--- src/rtl/qbus_arbiter3_if.sv ---
// Bundle of every request/response signal around the three-master qbus arbiter.
// Ports: instr_m_* (fetch master), data_m_* (CPU data master), dma_m_* (DMA master),
//        q_m_* (shared slave bus), bus_error / bus_error_clr (sticky timeout flag).
// Modport slave is the arbiter's view; modport master is the masters-plus-memory view.
interface qbus_arbiter3_if;
    // instruction master
    logic [18:0] instr_m_addr;
    logic        instr_m_access;
    logic        instr_m_ack;
    logic [15:0] instr_m_data_in;
    // data master
    logic [18:0] data_m_addr;
    logic [15:0] data_m_data_out;
    logic        data_m_access;
    logic        data_m_wr_en;
    logic [1:0]  data_m_bytesel;
    logic        data_m_ack;
    logic [15:0] data_m_data_in;
    // DMA master
    logic [18:0] dma_m_addr;
    logic [15:0] dma_m_data_out;
    logic        dma_m_access;
    logic        dma_m_wr_en;
    logic [1:0]  dma_m_bytesel;
    logic        dma_m_ack;
    logic [15:0] dma_m_data_in;
    // shared slave bus
    logic [18:0] q_m_addr;
    logic [15:0] q_m_data_out;
    logic        q_m_access;
    logic        q_m_wr_en;
    logic [1:0]  q_m_bytesel;
    logic        q_m_ack;
    logic [15:0] q_m_data_in;
    // error reporting
    logic        bus_error;
    logic        bus_error_clr;

    modport slave (
        input  instr_m_addr, instr_m_access,
        output instr_m_ack, instr_m_data_in,
        input  data_m_addr, data_m_data_out, data_m_access, data_m_wr_en, data_m_bytesel,
        output data_m_ack, data_m_data_in,
        input  dma_m_addr, dma_m_data_out, dma_m_access, dma_m_wr_en, dma_m_bytesel,
        output dma_m_ack, dma_m_data_in,
        output q_m_addr, q_m_data_out, q_m_access, q_m_wr_en, q_m_bytesel,
        input  q_m_ack, q_m_data_in,
        output bus_error,
        input  bus_error_clr
    );

    modport master (
        output instr_m_addr, instr_m_access,
        input  instr_m_ack, instr_m_data_in,
        output data_m_addr, data_m_data_out, data_m_access, data_m_wr_en, data_m_bytesel,
        input  data_m_ack, data_m_data_in,
        output dma_m_addr, dma_m_data_out, dma_m_access, dma_m_wr_en, dma_m_bytesel,
        input  dma_m_ack, dma_m_data_in,
        input  q_m_addr, q_m_data_out, q_m_access, q_m_wr_en, q_m_bytesel,
        output q_m_ack, q_m_data_in,
        input  bus_error,
        output bus_error_clr
    );
endinterface

--- src/rtl/qbus_arbiter3.sv ---
// Round-robin arbiter: INSTR(0)/DATA(1)/DMA(2) onto the shared q_m_* memory bus, one transaction at a time.
// Latency: grant decided in IDLE, q_m_access one cycle later; slave ack routed back combinationally; one IDLE bubble after.
// Backpressure: masters hold *_access and their signals until their ack; the grant is held until q_m_ack.
// Ports: clk, reset (async active-high), bus (qbus_arbiter3_if.slave).
// Optional: QBUS_ARB_ACK_TIMEOUT_EN adds a TIMEOUT-cycle ack watchdog that force-completes with 16'hFFFF and sets bus_error.
module qbus_arbiter3 #(
    parameter int TIMEOUT = 1024,  // >= 4
    parameter int CNT_W   = 11     // must hold TIMEOUT
) (
    input  logic             clk,
    input  logic             reset,
    qbus_arbiter3_if.slave   bus
);
    typedef enum logic {IDLE, BUSY} state_t;

    localparam logic [1:0] M_INSTR = 2'd0;
    localparam logic [1:0] M_DATA  = 2'd1;
    localparam logic [1:0] M_DMA   = 2'd2;
    localparam logic [1:0] M_NONE  = 2'd3;

    state_t      state_q;
    logic [1:0]  grant_q;
    logic [1:0]  last_q;
    logic [2:0]  req;
    logic [1:0]  pick;
    logic        to_hit;     // watchdog forces completion this cycle
    logic        done;
    logic [15:0] rdata;

    // First requester scanning upward from the master after the last winner.
    function automatic logic [1:0] rr_pick(input logic [2:0] r, input logic [1:0] last);
        logic [1:0] o0, o1, o2, res;
        case (last)
            2'd0:    begin o0 = 2'd1; o1 = 2'd2; o2 = 2'd0; end
            2'd1:    begin o0 = 2'd2; o1 = 2'd0; o2 = 2'd1; end
            default: begin o0 = 2'd0; o1 = 2'd1; o2 = 2'd2; end
        endcase
        if (r[o0])      res = o0;
        else if (r[o1]) res = o1;
        else if (r[o2]) res = o2;
        else            res = M_NONE;
        return res;
    endfunction

    assign req  = {bus.dma_m_access, bus.data_m_access, bus.instr_m_access};
    assign pick = rr_pick(req, last_q);

    always_ff @(posedge clk or posedge reset) begin
        if (reset) begin
            state_q <= IDLE;
            grant_q <= M_NONE;
            last_q  <= M_INSTR;
        end else begin
            case (state_q)
                IDLE: begin
                    if (pick != M_NONE) begin
                        state_q <= BUSY;
                        grant_q <= pick;
                        last_q  <= pick;
                    end
                end
                BUSY: begin
                    // Access drops by the granted master are ignored; only completion ends BUSY.
                    if (done) begin
                        state_q <= IDLE;
                        grant_q <= M_NONE;
                    end
                end
                default: state_q <= IDLE;
            endcase
        end
    end

`ifdef QBUS_ARB_ACK_TIMEOUT_EN
    localparam logic [CNT_W-1:0] CNT_LAST = CNT_W'(TIMEOUT - 1);

    logic [CNT_W-1:0] cnt_q;
    logic             bus_error_q;

    // A real ack in the same cycle wins over the watchdog.
    assign to_hit = (state_q == BUSY) && !bus.q_m_ack && (cnt_q == CNT_LAST);

    always_ff @(posedge clk or posedge reset) begin
        if (reset) begin
            cnt_q       <= '0;
            bus_error_q <= 1'b0;
        end else begin
            // Held at zero in IDLE so every BUSY entry starts from zero.
            if (state_q == IDLE)
                cnt_q <= '0;
            else if (!bus.q_m_ack)
                cnt_q <= cnt_q + 1'b1;

            if (to_hit)
                bus_error_q <= 1'b1;
            else if (bus.bus_error_clr)
                bus_error_q <= 1'b0;
        end
    end

    assign bus.bus_error = bus_error_q;
`else
    wire [CNT_W:0] unused_cfg = {bus.bus_error_clr, CNT_W'(TIMEOUT - 1)};

    assign to_hit        = 1'b0;
    assign bus.bus_error = 1'b0;
`endif

    assign done  = bus.q_m_ack || to_hit;
    assign rdata = to_hit ? 16'hFFFF : bus.q_m_data_in;

    always_comb begin
        bus.q_m_access      = 1'b0;
        bus.q_m_addr        = '0;
        bus.q_m_data_out    = '0;
        bus.q_m_wr_en       = 1'b0;
        bus.q_m_bytesel     = '0;
        bus.instr_m_ack     = 1'b0;
        bus.instr_m_data_in = '0;
        bus.data_m_ack      = 1'b0;
        bus.data_m_data_in  = '0;
        bus.dma_m_ack       = 1'b0;
        bus.dma_m_data_in   = '0;
        if (state_q == BUSY) begin
            bus.q_m_access = !to_hit;
            case (grant_q)
                M_INSTR: begin
                    // Fetches are always full-word reads.
                    bus.q_m_addr        = bus.instr_m_addr;
                    bus.q_m_bytesel     = 2'b11;
                    bus.instr_m_ack     = done;
                    bus.instr_m_data_in = rdata;
                end
                M_DATA: begin
                    bus.q_m_addr       = bus.data_m_addr;
                    bus.q_m_data_out   = bus.data_m_data_out;
                    bus.q_m_wr_en      = bus.data_m_wr_en;
                    bus.q_m_bytesel    = bus.data_m_bytesel;
                    bus.data_m_ack     = done;
                    bus.data_m_data_in = rdata;
                end
                M_DMA: begin
                    bus.q_m_addr      = bus.dma_m_addr;
                    bus.q_m_data_out  = bus.dma_m_data_out;
                    bus.q_m_wr_en     = bus.dma_m_wr_en;
                    bus.q_m_bytesel   = bus.dma_m_bytesel;
                    bus.dma_m_ack     = done;
                    bus.dma_m_data_in = rdata;
                end
                default: ;
            endcase
        end
    end
endmodule

--- src/flat_wrapper.sv ---
// flat-port wrapper written by rule: the top's interface ports become plain ports
module qbus_arbiter3_flat 
#(
    parameter int TIMEOUT = 1024,         
    parameter int CNT_W   = 11                         
)
  (clk, reset, bus_instr_m_addr, bus_instr_m_access, bus_instr_m_ack, bus_instr_m_data_in, bus_data_m_addr, bus_data_m_data_out, bus_data_m_access, bus_data_m_wr_en, bus_data_m_bytesel, bus_data_m_ack, bus_data_m_data_in, bus_dma_m_addr, bus_dma_m_data_out, bus_dma_m_access, bus_dma_m_wr_en, bus_dma_m_bytesel, bus_dma_m_ack, bus_dma_m_data_in, bus_q_m_addr, bus_q_m_data_out, bus_q_m_access, bus_q_m_wr_en, bus_q_m_bytesel, bus_q_m_ack, bus_q_m_data_in, bus_bus_error, bus_bus_error_clr);
  qbus_arbiter3_if bus_i ();
  input  logic clk;
  input  logic reset;
  input wire logic [$bits(bus_i.instr_m_addr)-1:0] bus_instr_m_addr;
  input wire logic [$bits(bus_i.instr_m_access)-1:0] bus_instr_m_access;
  output wire logic [$bits(bus_i.instr_m_ack)-1:0] bus_instr_m_ack;
  output wire logic [$bits(bus_i.instr_m_data_in)-1:0] bus_instr_m_data_in;
  input wire logic [$bits(bus_i.data_m_addr)-1:0] bus_data_m_addr;
  input wire logic [$bits(bus_i.data_m_data_out)-1:0] bus_data_m_data_out;
  input wire logic [$bits(bus_i.data_m_access)-1:0] bus_data_m_access;
  input wire logic [$bits(bus_i.data_m_wr_en)-1:0] bus_data_m_wr_en;
  input wire logic [$bits(bus_i.data_m_bytesel)-1:0] bus_data_m_bytesel;
  output wire logic [$bits(bus_i.data_m_ack)-1:0] bus_data_m_ack;
  output wire logic [$bits(bus_i.data_m_data_in)-1:0] bus_data_m_data_in;
  input wire logic [$bits(bus_i.dma_m_addr)-1:0] bus_dma_m_addr;
  input wire logic [$bits(bus_i.dma_m_data_out)-1:0] bus_dma_m_data_out;
  input wire logic [$bits(bus_i.dma_m_access)-1:0] bus_dma_m_access;
  input wire logic [$bits(bus_i.dma_m_wr_en)-1:0] bus_dma_m_wr_en;
  input wire logic [$bits(bus_i.dma_m_bytesel)-1:0] bus_dma_m_bytesel;
  output wire logic [$bits(bus_i.dma_m_ack)-1:0] bus_dma_m_ack;
  output wire logic [$bits(bus_i.dma_m_data_in)-1:0] bus_dma_m_data_in;
  output wire logic [$bits(bus_i.q_m_addr)-1:0] bus_q_m_addr;
  output wire logic [$bits(bus_i.q_m_data_out)-1:0] bus_q_m_data_out;
  output wire logic [$bits(bus_i.q_m_access)-1:0] bus_q_m_access;
  output wire logic [$bits(bus_i.q_m_wr_en)-1:0] bus_q_m_wr_en;
  output wire logic [$bits(bus_i.q_m_bytesel)-1:0] bus_q_m_bytesel;
  input wire logic [$bits(bus_i.q_m_ack)-1:0] bus_q_m_ack;
  input wire logic [$bits(bus_i.q_m_data_in)-1:0] bus_q_m_data_in;
  output wire logic [$bits(bus_i.bus_error)-1:0] bus_bus_error;
  input wire logic [$bits(bus_i.bus_error_clr)-1:0] bus_bus_error_clr;
  assign bus_i.instr_m_addr = bus_instr_m_addr;
  assign bus_i.instr_m_access = bus_instr_m_access;
  assign bus_instr_m_ack = bus_i.instr_m_ack;
  assign bus_instr_m_data_in = bus_i.instr_m_data_in;
  assign bus_i.data_m_addr = bus_data_m_addr;
  assign bus_i.data_m_data_out = bus_data_m_data_out;
  assign bus_i.data_m_access = bus_data_m_access;
  assign bus_i.data_m_wr_en = bus_data_m_wr_en;
  assign bus_i.data_m_bytesel = bus_data_m_bytesel;
  assign bus_data_m_ack = bus_i.data_m_ack;
  assign bus_data_m_data_in = bus_i.data_m_data_in;
  assign bus_i.dma_m_addr = bus_dma_m_addr;
  assign bus_i.dma_m_data_out = bus_dma_m_data_out;
  assign bus_i.dma_m_access = bus_dma_m_access;
  assign bus_i.dma_m_wr_en = bus_dma_m_wr_en;
  assign bus_i.dma_m_bytesel = bus_dma_m_bytesel;
  assign bus_dma_m_ack = bus_i.dma_m_ack;
  assign bus_dma_m_data_in = bus_i.dma_m_data_in;
  assign bus_q_m_addr = bus_i.q_m_addr;
  assign bus_q_m_data_out = bus_i.q_m_data_out;
  assign bus_q_m_access = bus_i.q_m_access;
  assign bus_q_m_wr_en = bus_i.q_m_wr_en;
  assign bus_q_m_bytesel = bus_i.q_m_bytesel;
  assign bus_i.q_m_ack = bus_q_m_ack;
  assign bus_i.q_m_data_in = bus_q_m_data_in;
  assign bus_bus_error = bus_i.bus_error;
  assign bus_i.bus_error_clr = bus_bus_error_clr;
  qbus_arbiter3 #(.TIMEOUT(TIMEOUT), .CNT_W(CNT_W)) u_core (.clk(clk), .reset(reset), .bus(bus_i));
endmodule
--- config.mk ---
export PLATFORM = sky130hd
export DESIGN_NAME = qbus_arbiter3_flat
export DESIGN_NICKNAME = d
export VERILOG_FILES = /design/src/rtl/qbus_arbiter3_if.sv /design/src/rtl/qbus_arbiter3.sv /design/src/flat_wrapper.sv
export SDC_FILE = /design/constraint.sdc
export NUM_CORES = 1
export LEC_CHECK = 0
export CAP_MARGIN = 20
export CELL_PAD_IN_SITES_DETAIL_PLACEMENT = 1
export CELL_PAD_IN_SITES_GLOBAL_PLACEMENT = 2
export CORE_AREA = 2 2 80 82
export CTS_CLUSTER_DIAMETER = 40
export DETAILED_ROUTE_END_ITERATION = 8
export DIE_AREA = 0 0 82 84
export DONT_BUFFER_PORTS = 1
export GPL_TIMING_DRIVEN = 0
export PLACE_DENSITY = 0.65
export SLEW_MARGIN = 10
export SYNTH_ARGS = -nofsm -noshare
export SYNTH_HDL_FRONTEND = slang
export SYNTH_SLANG_ARGS = --single-unit
--- constraint.sdc ---
create_clock -name clk -period 2.5 [get_ports clk]
set_clock_uncertainty 0.1 [all_clocks]
set_input_delay 0.5 -clock clk [delete_from_list [all_inputs] [get_ports clk]]
set_output_delay 0.5 -clock clk [all_outputs]
set_load 0.01 [all_outputs]
==> results of run 1 <==
[metal layers]
metal | GRT usage (%) | vias to the layer above
met2 | 30.8 | 108
met3 | 4.55 | 8
met4 | 3.79 | 0
met1 | 18.9 | 782
li1 | - | 744
met5 | 0 | -
[Yosys cell counts (all sizes together)]
cell / n / area share [%]
ha: 4 / 4.0
conb: 1 / 0.30
a222oi: 19 / 15
buf: 15 / 6.4
a211oi: 1 / 1.0
inv: 6 / 1.8
a22oi: 17 / 10
o2111ai: 1 / 0.70
dfrtp: 3 / 6.0
a21o: 1 / 0.70
clkbuf: 11 / 3.3
nand2: 4 / 1.4
dfstp: 2 / 4.2
a21boi: 1 / 0.60
nor2: 42 / 13
o21ai: 1 / 0.40
o221a: 1 / 0.90
nand2b: 2 / 1.0
o22ai: 1 / 0.50
a21oi: 4 / 1.6
or2b: 1 / 0.60
a221oi: 2 / 1.4
and3: 51 / 25
[area by class of cell]
cell class,instances,area [um2]
Clock buffer,4,45.0
Timing Repair Buffer,5,37.5
Tap cell,77,96.3
Fill cell,768,4610
Inverter,6,22.5
Buffer,26,168
Multi-Input combinational cell,154,986
Sequential cell,5,128
[logic make-up after synthesis]
kind of cell	count (synthesis)	synth area share [%]
buffers and inverters	32	11.5
adder cells (fa/ha/maj)	4	3.99
flip-flops	5	10.2
AND/OR/NAND/NOR	100	41.0
AO/OA/AOI/OAI	49	33.1
other	1	0.299
[stage by stage]
step / hold slack (ps) / setup slack [ps]
finish: 321 / 103
global route: 329 / 4.49
CTS: 321 / 6.43
global placement: 203 / 90.2
detailed placement: 200 / 92.9
floorplan: 177 / 418
[power by group through the flow]
| stage | Sequential [W] | Combinational, W | Clock [W] |
|---|---|---|---|
| final | 0.000197 | 0.00184 | 0.000153 |
| after global routing | 0.000208 | 0.00203 | 0.000165 |
| after CTS | 0.000199 | 0.00176 | 0.000157 |
| after detailed placement | 0.000199 | 0.00172 | 0 |
| after global placement | 0.000197 | 0.00170 | 0 |
| after floorplan | 0.000179 | 0.00131 | 0 |
[flip-flops by register name, indices dropped and copies added, names as in the netlist]
register,flops
u_core.last_q,2
u_core.state_q,1
u_core.grant_q,2
[what timing repair did]
action | in CTS | in global routing
hold endpoints to repair | 3 | 0
resized for setup | 7 | 17
gates cloned | 0 | 1
setup endpoints to repair | 26 | 17
pin swaps | 2 | 6
setup buffers | 0 | 3
hold buffers | 1 | 0
[how the worst max path moves through the flow]
| stage | from | to | slack, ps | depth (start not counted) |
|---|---|---|---|---|
| finish | u_core.grant_q[1] | bus_q_m_addr[13] | 100 | 6 |
| global route | u_core.grant_q[1] | bus_dma_m_data_in[13] | 4 | 4 |
| CTS | u_core.grant_q[1] | bus_q_m_addr[17] | 6 | 6 |
| detailed placement | u_core.grant_q[1] | bus_q_m_data_out[14] | 90 | 5 |
| global placement | u_core.grant_q[1] | bus_q_m_data_out[14] | 90 | 5 |
| floorplan | u_core.grant_q[0] | bus_q_m_addr[14] | 420 | 6 |
==> impl_metrics.tcl, run 1 <==
set metrics [dict create \
    ios 209 \
    grt_pass1_wl_um 9020 \
    design_area_um2 1480 \
    power.switching_w 0.00131 \
    rr_startpoint "u_core.last_q[0]" \
    worst-path-buf-inv 3 \
    p_leak_nw 0.751 \
    die-area_um2 6890 \
    path_max_fanout 10 \
    intPower_w 0.000873 \
    dr_wl_met2_um 3360 \
    cpMaxStageDelayCell "dfstp_2" \
    ys_types 25 \
    pwr-share-seq_pct 9.0 \
    cts.sink_count 5 \
    die_w_um 82 \
    drt_iter0_drc 137 \
    min_path_type "input port to flip-flop" \
    powerDensity_nw_per_um2 1480 \
    vias 1642 \
    syn_area_per_cell_um2 6.57 \
    finalCriticalPeriod_ps 2400 \
    cts_tree "done" \
    final_common_cell "and3_1" \
    grt-ovfl-total 0 \
    fmax_mhz 417 \
    final_cell_mix "51 x and3_1, 42 x nor2_1, 19 x a222oi_1" \
    initial_utilization_pct 20.6 \
    numPlacedInstances 268 \
    syn2layout_area_growth_pct 18.1 \
    drc 0 \
    die_h_um 84 \
    drv_cap 0 \
    hold_start "bus_data_m_access" \
    coreArea_um2 6100 \
    crit_top_cell "buf_6" \
    path_clk_slew_ps 40 \
    wl_per_cell_um 23.5 \
    r2r_cells 4 \
    ys_warn_count 0 \
    wl_met3_um 533 \
    r2r_setup_slack_ps 1170 \
    holdPathEnd "u_core.last_q[0]" \
    htree_num_levels 1 \
    end_kind "output pin" \
    synthCells 191 \
    slew_viol_final 0 \
    worst_pin_slew_ps 506 \
    p_comb_share_pct 84.0 \
    status "complete, no violations" \
    r2r_end "u_core.grant_q[1]" \
    maxUsedRoutingLayer "met4" \
    setup_tns_ps 0 \
    final_cells 277 \
    total_power_w 0.00219 \
    slew_headroom_pct 66.3 \
    setup.worst_path.class "flip-flop to output pin" \
    firstDrtPassIters 5 \
    drive_gt1_share_pct 16.5 \
    cp.arrival_ps 1800 \
    viasPerCell 5.93 \
    place_congestion 0.789 \
    antenna_found_initial 0 \
    cts_made_buffers 3 \
    antennaDiodeCount 0 \
    required_ps 1900 \
    ys_seq_area_share_pct 10.2 \
    syn-cell-area_um2 1250 \
    ys_ff_latch 5 \
    cts_root_buffer "clkbuf_8" \
    fin_util_pct 24.3 \
    portBuffers 0 \
    dpl_cell_area_um2 1350 \
    globalRouteTotalUtil_pct 16.9 \
    setup_viol 0 \
    path_cells "inv_1, ha_1, buf_6, buf_6, a222oi_1, nor2_1" \
    dp_hpwl_um 5180 \
    grt_pass1_vias 1651 \
    switching_share_pct 60.1 \
    critical_path.max_stage_delay_ps 550 \
    setup.worst_path.start_class "flip-flop" \
    rsz0062_at_grt "no" \
    ir_drop_v 0.000504 \
    routed_wl_um 6510 \
    rows 29 \
    worstSkewPairLatency_ps 230 \
    post-route-period-util_pct 95.9 \
    timing.final.hold_violations 0 \
    cp_top_family "flip-flops" \
    min_path_cells 2 \
    clkPwrFrac_pct 7.0 \
    ant_nets 0 \
    synth_nets 313 \
    nets 323 \
    grt_max_degree 11 \
    wl_met1_um 2530 \
    clockBufferDepth 2 \
]
(Power assumes the default switching activity.)
==> run 2, diff against run 1 <==
--- a/constraint.sdc
+++ b/constraint.sdc
@@ -4,2 +4,2 @@
 set_output_delay 0.5 -clock clk [all_outputs]
-set_load 0.01 [all_outputs]
+set_load 0.1 [all_outputs]
==> impl_metrics.tcl, run 2 (synthesis gave the netlist of run 1 again) <==
set metrics [dict create \
    setup.worst_path.start_class "flip-flop" \
    status "complete, but fails checks" \
    drc 0 \
    top_regs "u_core.grant_q (2), u_core.last_q (2), u_core.state_q (1)" \
    critical_path.max_stage_delay_ps 560 \
    dp_hpwl_um 5290 \
    setup_viol 34 \
    grt_pass1_wl_um 9990 \
    design_area_um2 2460 \
    syn2layout_area_growth_pct 95.9 \
    htree_num_levels 1 \
    worst-path-buf-inv 4 \
    grt-ovfl-total 0 \
    wl_met3_um 503 \
    wl_met1_um 2500 \
    coreArea_um2 6100 \
    rows 29 \
    drv_cap 0 \
    violations "setup timing" \
    setup_slack_ps -109 \
    portBuffers 0 \
    antenna_found_initial 0 \
    rsz0062_at_grt "yes" \
    min_path_type "input port to flip-flop" \
    path_cells "buf_4, ha_4, buf_6, buf_4, clkbuf_16, a22oi_2, nor2_4" \
    firstDrtPassIters 5 \
    post-route-period-util_pct 104 \
    die_w_um 82 \
    ios 209 \
    drt_iter0_drc 62 \
    crit_top_cell "buf_4" \
    hold_slack_ps 323 \
    dr_wl_met2_um 3980 \
    worstSkewPairLatency_ps 220 \
    cts.sink_count 5 \
    worst_pin_slew_ps 647 \
    final_common_cell "and3_4" \
    fillers 668 \
    viasPerCell 5.92 \
    place_congestion 0.735 \
    die-area_um2 6890 \
    slew_viol_final 0 \
    cts_root_buffer "clkbuf_8" \
    wl_per_cell_um 23.9 \
    nets 341 \
    cpMaxStageDelayCell "dfstp_2" \
    cts_tree "done" \
    setup.worst_path.class "flip-flop to output pin" \
    final_cell_mix "49 x and3_4, 38 x nor2_4, 19 x a222oi_1" \
    clockBufferDepth 2 \
    antennaDiodeCount 0 \
    grt_max_degree 11 \
    timing.final.hold_violations 0 \
    required_ps 1900 \
    routed_wl_um 7060 \
    cp_top_family "flip-flops" \
    cts_made_buffers 3 \
    pre_cts_ws_ps -397 \
    maxUsedRoutingLayer "met4" \
    grt_pass1_vias 1847 \
    end_kind "output pin" \
    die_h_um 84 \
    vias 1746 \
    slew_headroom_pct 56.7 \
    setup_tns_ps -1970 \
    fmax_mhz 383 \
    path_max_fanout 10 \
    finalCriticalPeriod_ps 2610 \
    cp.arrival_ps 2010 \
    ant_nets 0 \
    globalRouteTotalUtil_pct 18.7 \
    dpl_cell_area_um2 1640 \
    initial_utilization_pct 20.6 \
    path_clk_slew_ps 40 \
    drive_gt1_share_pct 73.9 \
]
==> run 2: repair_timing <==
action / in CTS / in global routing
gates resized for setup: 156 / 37
pin swaps: 45 / 27
gates cloned: 4 / 1
setup buffers: 9 / 7
endpoints found under the setup margin: 89 / 76
endpoints found under the hold margin: 3 / 0
hold buffers: 1 / 0
==> run 2: path summary, 6_finish.rpt <==
kind	cells past startpoint	endpoint	start	slack (ps)
min in group asynchronous	2	u_core.state_q	reset	530
worst min-delay path	2	u_core.last_q[0]	bus_data_m_access	320
worst max register to register	3	u_core.last_q[1]	u_core.state_q	990
worst min register to register	2	u_core.last_q[0]	u_core.last_q[0]	450
worst max-delay path	7	bus_q_m_data_out[12]	u_core.grant_q[0]	-110
max in group asynchronous	2	u_core.grant_q[1]	reset	1520
==> run 2: routing by layer <==
metal,GRT usage [%],vias to the layer above
li1,-,788
met1,20.4,848
met5,0,-
met4,3.64,0
met2,35.3,104
met3,4.76,6
==> run 2: layout make-up <==
class / count / area (um2) / share of cell area (%)
plain buffers: 26 / 284 / 11.6
well taps: 77 / 96.3 / 3.92
flip-flops and latches: 5 / 131 / 5.34
inverters: 6 / 27.5 / 1.12
clock buffers: 4 / 45.0 / 1.83
multi-input cells: 154 / 1620 / 65.9
repair buffers: 23 / 255 / 10.4
==> run 2: metrics by stage <==
stage / utilization, % / cells
after CTS: 37.6 / 288
after global placement: 26.4 / 268
final: 40.3 / 295
after global routing: 40.3 / 295
after detailed placement: 26.9 / 270
after floorplan: - / 191
Power of run 2 is left out: the tool's default activity adds up to more than one toggle a clock period on the data nets, which glitch-free logic cannot reach.
